==> src/rtl/buzzer_arbiter_if.sv <==
// ---------------------------------------------------------------------------
// buzzer_arbiter_if
//
// Bundles the player/host signals of the buzz-in arbiter.
//   btn[3:0]   raw player buttons, bit i = player i+1 (asynchronous)
//   sw[31:0]   player switches, sw[8i+7:8i] = player i+1
//   arm        host pulse: open a buzz-in round
//   ack        host pulse: winner consumed
//   armed      high while a round is open
//   win_valid  high while a grant is being presented
//   winner     granted player index (0 = p1 .. 3 = p4)
//   win_sw     switch byte of the winner, captured at grant
//   busy       high whenever the arbiter is not idle
//
// Modports:
//   master  host / player side (drives buttons, switches, arm, ack)
//   slave   arbiter side
// ---------------------------------------------------------------------------
interface buzzer_arbiter_if;
    logic [3:0]  btn;
    logic [31:0] sw;
    logic        arm;
    logic        ack;
    logic        armed;
    logic        win_valid;
    logic [1:0]  winner;
    logic [7:0]  win_sw;
    logic        busy;

    modport master (
        output btn, sw, arm, ack,
        input  armed, win_valid, winner, win_sw, busy
    );

    modport slave (
        input  btn, sw, arm, ack,
        output armed, win_valid, winner, win_sw, busy
    );
endinterface

==> src/rtl/buzzer_arbiter.sv <==
// ---------------------------------------------------------------------------
// buzzer_arbiter
//
// Buzz-in arbiter for four player ports. Each raw button is synchronized,
// optionally debounced, and edge-detected. Once the host arms a round, the
// first rising edge wins; simultaneous edges are resolved by a rotating
// priority pointer that moves to the player after the last winner. The
// winner index and its switch byte are latched and held until the host
// acknowledges, after which the arbiter waits for all buttons to be released.
//
// Ports:
//   clk    system clock, all logic on the rising edge
//   reset  synchronous, active-high reset
//   bus    buzzer_arbiter_if.slave (btn, sw, arm, ack in;
//          armed, win_valid, winner, win_sw, busy out, all registered)
//
// Parameter:
//   DEBOUNCE_CYCLES  consecutive stable synchronized samples needed before
//                    a debounced level change is accepted (1..255)
//
// Build option:
//   BUZZER_DEBOUNCE_EN  when defined, per-button debounce counters are built;
//                       otherwise the debounced level is simply the
//                       synchronizer output delayed by one more register.
// ---------------------------------------------------------------------------
module buzzer_arbiter #(
    parameter int DEBOUNCE_CYCLES = 16
) (
    input  logic             clk,
    input  logic             reset,
    buzzer_arbiter_if.slave  bus
);

    typedef enum logic [1:0] {
        ST_IDLE    = 2'b00,
        ST_ARMED   = 2'b01,
        ST_GRANT   = 2'b10,
        ST_RELEASE = 2'b11
    } state_t;

    logic [3:0] sync1_r;
    logic [3:0] sync2_r;
    logic [3:0] db_r;
    logic [3:0] db_q_r;
    logic [3:0] rise_s;
    logic [3:0] rot_s;
    logic [1:0] off_s;
    logic [1:0] grant_idx_s;
    logic       any_rise_s;
    logic       grant_s;
    state_t     state_r;
    state_t     state_nx_s;
    logic [1:0] ptr_r;
    logic       armed_r;
    logic       win_valid_r;
    logic       busy_r;
    logic [1:0] winner_r;
    logic [7:0] win_sw_r;

    // Two-flop synchronizer for the asynchronous buttons
    always_ff @(posedge clk) begin
        if (reset) begin
            sync1_r <= 4'b0000;
            sync2_r <= 4'b0000;
        end else begin
            sync1_r <= bus.btn;
            sync2_r <= sync1_r;
        end
    end

`ifdef BUZZER_DEBOUNCE_EN
    localparam logic [7:0] DB_LIMIT = 8'(DEBOUNCE_CYCLES);

    logic [7:0] cnt_r [4];

    // Debounce: a level change is accepted only after DB_LIMIT differing samples
    always_ff @(posedge clk) begin
        if (reset) begin
            for (int i = 0; i < 4; i++) begin
                cnt_r[i] <= 8'd0;
            end
            db_r <= 4'b0000;
        end else begin
            for (int i = 0; i < 4; i++) begin
                if (sync2_r[i] == db_r[i]) begin
                    cnt_r[i] <= 8'd0;
                end else if (cnt_r[i] + 8'd1 == DB_LIMIT) begin
                    cnt_r[i] <= 8'd0;
                    db_r[i]  <= ~db_r[i];
                end else begin
                    cnt_r[i] <= cnt_r[i] + 8'd1;
                end
            end
        end
    end
`else
    // Without debouncing the level is the synchronizer output, registered once more
    always_ff @(posedge clk) begin
        if (reset) begin
            db_r <= 4'b0000;
        end else begin
            db_r <= sync2_r;
        end
    end
`endif

    // Previous debounced level for edge detection
    always_ff @(posedge clk) begin
        if (reset) begin
            db_q_r <= 4'b0000;
        end else begin
            db_q_r <= db_r;
        end
    end

    assign rise_s     = db_r & ~db_q_r;
    assign any_rise_s = |rise_s;

    // Rotating-priority pick: rotate so bit 0 is the player at ptr, then take
    // the lowest set bit and add the pointer back
    always_comb begin
        rot_s = 4'(({rise_s, rise_s}) >> ptr_r);
        off_s = 2'd0;
        casez (rot_s)
            4'b???1: off_s = 2'd0;
            4'b??10: off_s = 2'd1;
            4'b?100: off_s = 2'd2;
            4'b1000: off_s = 2'd3;
            default: off_s = 2'd0;
        endcase
        grant_idx_s = ptr_r + off_s;
    end

    // Next-state logic; presses outside ARMED and out-of-state host pulses fall through
    always_comb begin
        state_nx_s = state_r;
        grant_s    = 1'b0;
        case (state_r)
            ST_IDLE: begin
                if (bus.arm) begin
                    state_nx_s = ST_ARMED;
                end else begin
                    state_nx_s = ST_IDLE;
                end
            end
            ST_ARMED: begin
                if (any_rise_s) begin
                    state_nx_s = ST_GRANT;
                    grant_s    = 1'b1;
                end else begin
                    state_nx_s = ST_ARMED;
                end
            end
            ST_GRANT: begin
                if (bus.ack) begin
                    state_nx_s = ST_RELEASE;
                end else begin
                    state_nx_s = ST_GRANT;
                end
            end
            ST_RELEASE: begin
                if (db_r == 4'b0000) begin
                    state_nx_s = ST_IDLE;
                end else begin
                    state_nx_s = ST_RELEASE;
                end
            end
            default: begin
                state_nx_s = ST_IDLE;
            end
        endcase
    end

    // State register plus status flags decoded from the next state
    always_ff @(posedge clk) begin
        if (reset) begin
            state_r     <= ST_IDLE;
            armed_r     <= 1'b0;
            win_valid_r <= 1'b0;
            busy_r      <= 1'b0;
        end else begin
            state_r     <= state_nx_s;
            armed_r     <= (state_nx_s == ST_ARMED);
            win_valid_r <= (state_nx_s == ST_GRANT);
            busy_r      <= (state_nx_s != ST_IDLE);
        end
    end

    // Grant capture: winner, its switch byte and the advanced priority pointer
    always_ff @(posedge clk) begin
        if (reset) begin
            winner_r <= 2'b00;
            win_sw_r <= 8'h00;
            ptr_r    <= 2'd0;
        end else if (grant_s) begin
            winner_r <= grant_idx_s;
            win_sw_r <= bus.sw[{grant_idx_s, 3'b000} +: 8];
            ptr_r    <= grant_idx_s + 2'd1;
        end
    end

    assign bus.armed     = armed_r;
    assign bus.win_valid = win_valid_r;
    assign bus.busy      = busy_r;
    assign bus.winner    = winner_r;
    assign bus.win_sw    = win_sw_r;

endmodule

==> src/flat_wrapper.sv <==
// flat-port wrapper written by rule: the top's interface ports become plain ports
module buzzer_arbiter_flat 
#(
    parameter int DEBOUNCE_CYCLES = 16
)
  (clk, reset, bus_btn, bus_sw, bus_arm, bus_ack, bus_armed, bus_win_valid, bus_winner, bus_win_sw, bus_busy);
  buzzer_arbiter_if bus_i ();
  input  logic clk;
  input  logic reset;
  input wire logic [$bits(bus_i.btn)-1:0] bus_btn;
  input wire logic [$bits(bus_i.sw)-1:0] bus_sw;
  input wire logic [$bits(bus_i.arm)-1:0] bus_arm;
  input wire logic [$bits(bus_i.ack)-1:0] bus_ack;
  output wire logic [$bits(bus_i.armed)-1:0] bus_armed;
  output wire logic [$bits(bus_i.win_valid)-1:0] bus_win_valid;
  output wire logic [$bits(bus_i.winner)-1:0] bus_winner;
  output wire logic [$bits(bus_i.win_sw)-1:0] bus_win_sw;
  output wire logic [$bits(bus_i.busy)-1:0] bus_busy;
  assign bus_i.btn = bus_btn;
  assign bus_i.sw = bus_sw;
  assign bus_i.arm = bus_arm;
  assign bus_i.ack = bus_ack;
  assign bus_armed = bus_i.armed;
  assign bus_win_valid = bus_i.win_valid;
  assign bus_winner = bus_i.winner;
  assign bus_win_sw = bus_i.win_sw;
  assign bus_busy = bus_i.busy;
  buzzer_arbiter #(.DEBOUNCE_CYCLES(DEBOUNCE_CYCLES)) u_core (.clk(clk), .reset(reset), .bus(bus_i));
endmodule
==> config.mk <==
export PLATFORM = sky130hd
export DESIGN_NAME = buzzer_arbiter_flat
export DESIGN_NICKNAME = d
export VERILOG_FILES = /design/src/rtl/buzzer_arbiter_if.sv /design/src/rtl/buzzer_arbiter.sv /design/src/flat_wrapper.sv
export SDC_FILE = /design/constraint.sdc
export NUM_CORES = 1
export LEC_CHECK = 0
export CORE_ASPECT_RATIO = 0.8
export CORE_MARGIN = 2
export CORE_UTILIZATION = 46
export DETAILED_ROUTE_END_ITERATION = 16
export HOLD_SLACK_MARGIN = 0.15
export PLACE_DENSITY = 0.88
export SKIP_LAST_GASP = 1
export SLEW_MARGIN = 20
export SYNTH_ARGS = -nofsm -noshare
export SYNTH_HDL_FRONTEND = slang
export SYNTH_SLANG_ARGS = --single-unit
==> constraint.sdc <==
create_clock -name clk -period 3.78 [get_ports clk]
set_input_delay 0.756 -clock clk [delete_from_list [all_inputs] [get_ports clk]]
set_output_delay 0.756 -clock clk [all_outputs]
set_load 0.005 [all_outputs]
==> results.toml <==
[outcome]
status = "finished, final reports clean"

[yosys]
synth.area.top_cells = "dfxtp_1 39%, mux2i_1 9.4%, nor2b_1 7.7%"
synth_cells = 173
yosysTopAreaCellShare_pct = 38.65
seq_area_frac_synth_pct = 38.65
yosysWarnings = 0
avgSynthCellArea_um2 = 9.879
ys_ff_latch = 33
synth_top_area_cell = "dfxtp_1"
synth_nets = 214
syn_area_um2 = 1709
ys_types = 41

[timing]
relSlewSlack_pct = 34.04
max_freq_ghz = 0.3482
rsz0062_at_grt = "no"
slew_violations = 0
tightestPinTransition_ns = 0.9863
setup_viol = 0
hold_viol = 0
setup_tns_ns = 0
period_share_pct = 75.99
fin_skew_ns = 0.001770
min_period_ns = 2.872

[clock_tree]
max-clock-path-buffers = 2
hold_buffers = 0
numCtsBuffers = 5
cts_setup_buffers = 0
clk_latency_ns = 0.28
cts_root_buf = "clkbuf_8"
ctsResizeCount = 0
cts.sinks = 33
cts_tree = "yes"
cts.clk_slew.worst_paths_ns = 0.07
htreeDepth = 2

[cells_and_area]
nNetsFinal = 263
final_util_pct = 67.49
final_cell_mix = "52 x clkdlybuf4s50_1, 33 x dfxtp_1, 21 x nor2b_1, 16 x mux2i_1, 11 x nor3_1"
synthToLayoutAreaGrowth_pct = 37.99
layout_commonest_cell = "clkdlybuf4s50_1"
n_antenna_cell = 0
layout-drive-gt1-share_pct = 11.21

[critical_path]
cp-end-kind = "flip-flop"
crit_arrival_ns = 3.01
timing.critical_path.slowest_cell_delay_ns = 0.46
crit_slowest_cell = "or3b_4"
crit_fanout = 18
critPathLaunchType = "flip-flop"
critPathTopFamily = "compound AO/OA/AOI/OAI gates"
path_cells = "or3b_4 -> a21boi_0 -> o21ai_0 -> a221oi_1 -> a31o_2 -> ha_1 -> buf_4 -> mux2i_1 -> nor3_1 -> o311ai_0 -> o211ai_1"
crit_type = "reg -> reg"
cp_num_buf_inv = 1
cp.required_ns = 3.91

[floorplanning]
fp.dieW_um = 72.15
rows = 19
initial_core_util_pct = 48.91
die_h_um = 58.52
num_io_pins = 53
design.die.area_um2 = 4222
core-area_um2 = 3495

[drt]
drt_iter0_drc = 96
routed_via_density = 5.645
post_drt_wl_per_cell_um = 15.29
drtPass1Iterations = 4
drc = 0
drt_wl_total_mm = 4.053
vias = 1496
ant_nets = 0

[grt]
grt_pass1_vias = 1268
grt_pass1_wl_mm = 6.189
use_met1_pct = 25.75
busiest_layer = "met2"
grt-ovfl-total = 0
grt_max_degree = 33
grt_util_met2_pct = 30.28
grt_use_met3_pct = 6.336
antenna_found_initial = 0
track_usage_pct = 19.59

[worst_hold_path]
hp-class = "reg -> reg"

[placement]
port_buffers = 52
hpwlAfterDp_mm = 2.912
gp_congestion = 0.7965

[pwr]
power_density_nw_per_um2 = 365.4
peakVddDrop_mv = 0.3085
leakage_nw = 0.8048

[job]
drv_cap = 0
[cells in the mapped netlist, drive strengths merged]
cell type / instances
o211ai: 8
clkbuf: 7
nand2: 4
a31o: 1
nor4: 2
nor3b: 1
nand2b: 1
or3b: 1
and3: 1
and2b: 1
o31a: 1
a21oi: 6
nand4: 1
ha: 1
buf: 6
mux2: 1
o21a: 1
nor2b: 21
mux2i: 16
o41ai: 1
a211oi: 1
o2111ai: 1
o311ai: 9
inv: 1
o21ai: 3
and3b: 1
or3: 9
nand3b: 10
dfxtp: 33
nand3: 2
o211a: 1
a221oi: 1
nor3: 11
a21boi: 1
o31ai: 1
nor2: 5
o21bai: 1
[area by class of cell]
| class | instances | area, um2 |
|---|---|---|
| clock buffer | 5 | 68.82 |
| clock inverter | 3 | 46.29 |
| fill | 278 | 1136 |
| inverter | 1 | 3.754 |
| multi-input combinational | 126 | 983.4 |
| sequential | 33 | 660.6 |
| tap | 42 | 52.55 |
| timing repair buffer | 55 | 543.0 |
[final timing paths]
path	startpoint	cells after the start	endpoint	slack (ns)
worst max-delay path	u_core.ptr_r[0]	11	u_core.bus.win_sw[1]	0.91
worst min-delay path	u_core.sync2_r[0]	1	u_core.db_r[0]	0.44
worst max register to register	u_core.ptr_r[0]	11	u_core.bus.win_sw[1]	0.91
worst min register to register	u_core.sync2_r[0]	1	u_core.db_r[0]	0.44
[logic make-up after synthesis]
| family | Yosys count | share of synthesized area [%] |
|---|---|---|
| AND/OR/NAND/NOR | 71 | 26.94 |
| AO/OA/AOI/OAI | 37 | 19.40 |
| flip-flops | 33 | 38.65 |
| buffers and inverters | 14 | 4.246 |
| adder cells (fa/ha/maj) | 1 | 0.7319 |
| multiplexers | 17 | 10.03 |
[power by group]
group / leakage, nW / switching (mW) / internal [mW] / total (mW)
Combinational: 0.481 / 0.0675 / 0.0909 / 0.158
Sequential: 0.270 / 0.00987 / 0.363 / 0.373
Clock: 0.0543 / 0.133 / 0.197 / 0.330
[through the flow]
stage | hold WS [ns] | power (mW) | instance area [um2] | worst slack [ns] | cells
floorplan | 0.4138 | 0.4693 | 1709 | 1.089 | 173
finish | 0.4398 | 0.8619 | 2359 | 0.9077 | 265
detailed placement | 0.4237 | 0.5384 | 2243 | 0.9395 | 257
global route | 0.4609 | 0.8947 | 2359 | 0.7174 | 265
global placement | 0.4164 | 0.5351 | 2243 | 1.024 | 257
CTS | 0.4438 | 0.8662 | 2359 | 0.9108 | 265
[registers in the layout, summed over array words and instances, names as in the netlist, 2 cells and up]
register / cells
u_core.ptr_r: 2
u_core.db_r: 4
u_core.sync1_r: 4
u_core.db_q_r: 4
u_core.sync2_r: 4
u_core.bus.win_sw: 8
u_core.state_r: 2
u_core.bus.winner: 2
[metal layers]
layer	vias to the layer above	routed length, um
met1	688	1824
met2	64	1840
met4	0	34
met5	-	0
li1	742	-
met3	2	354
No activity file was read; power rests on OpenSTA's default activity.
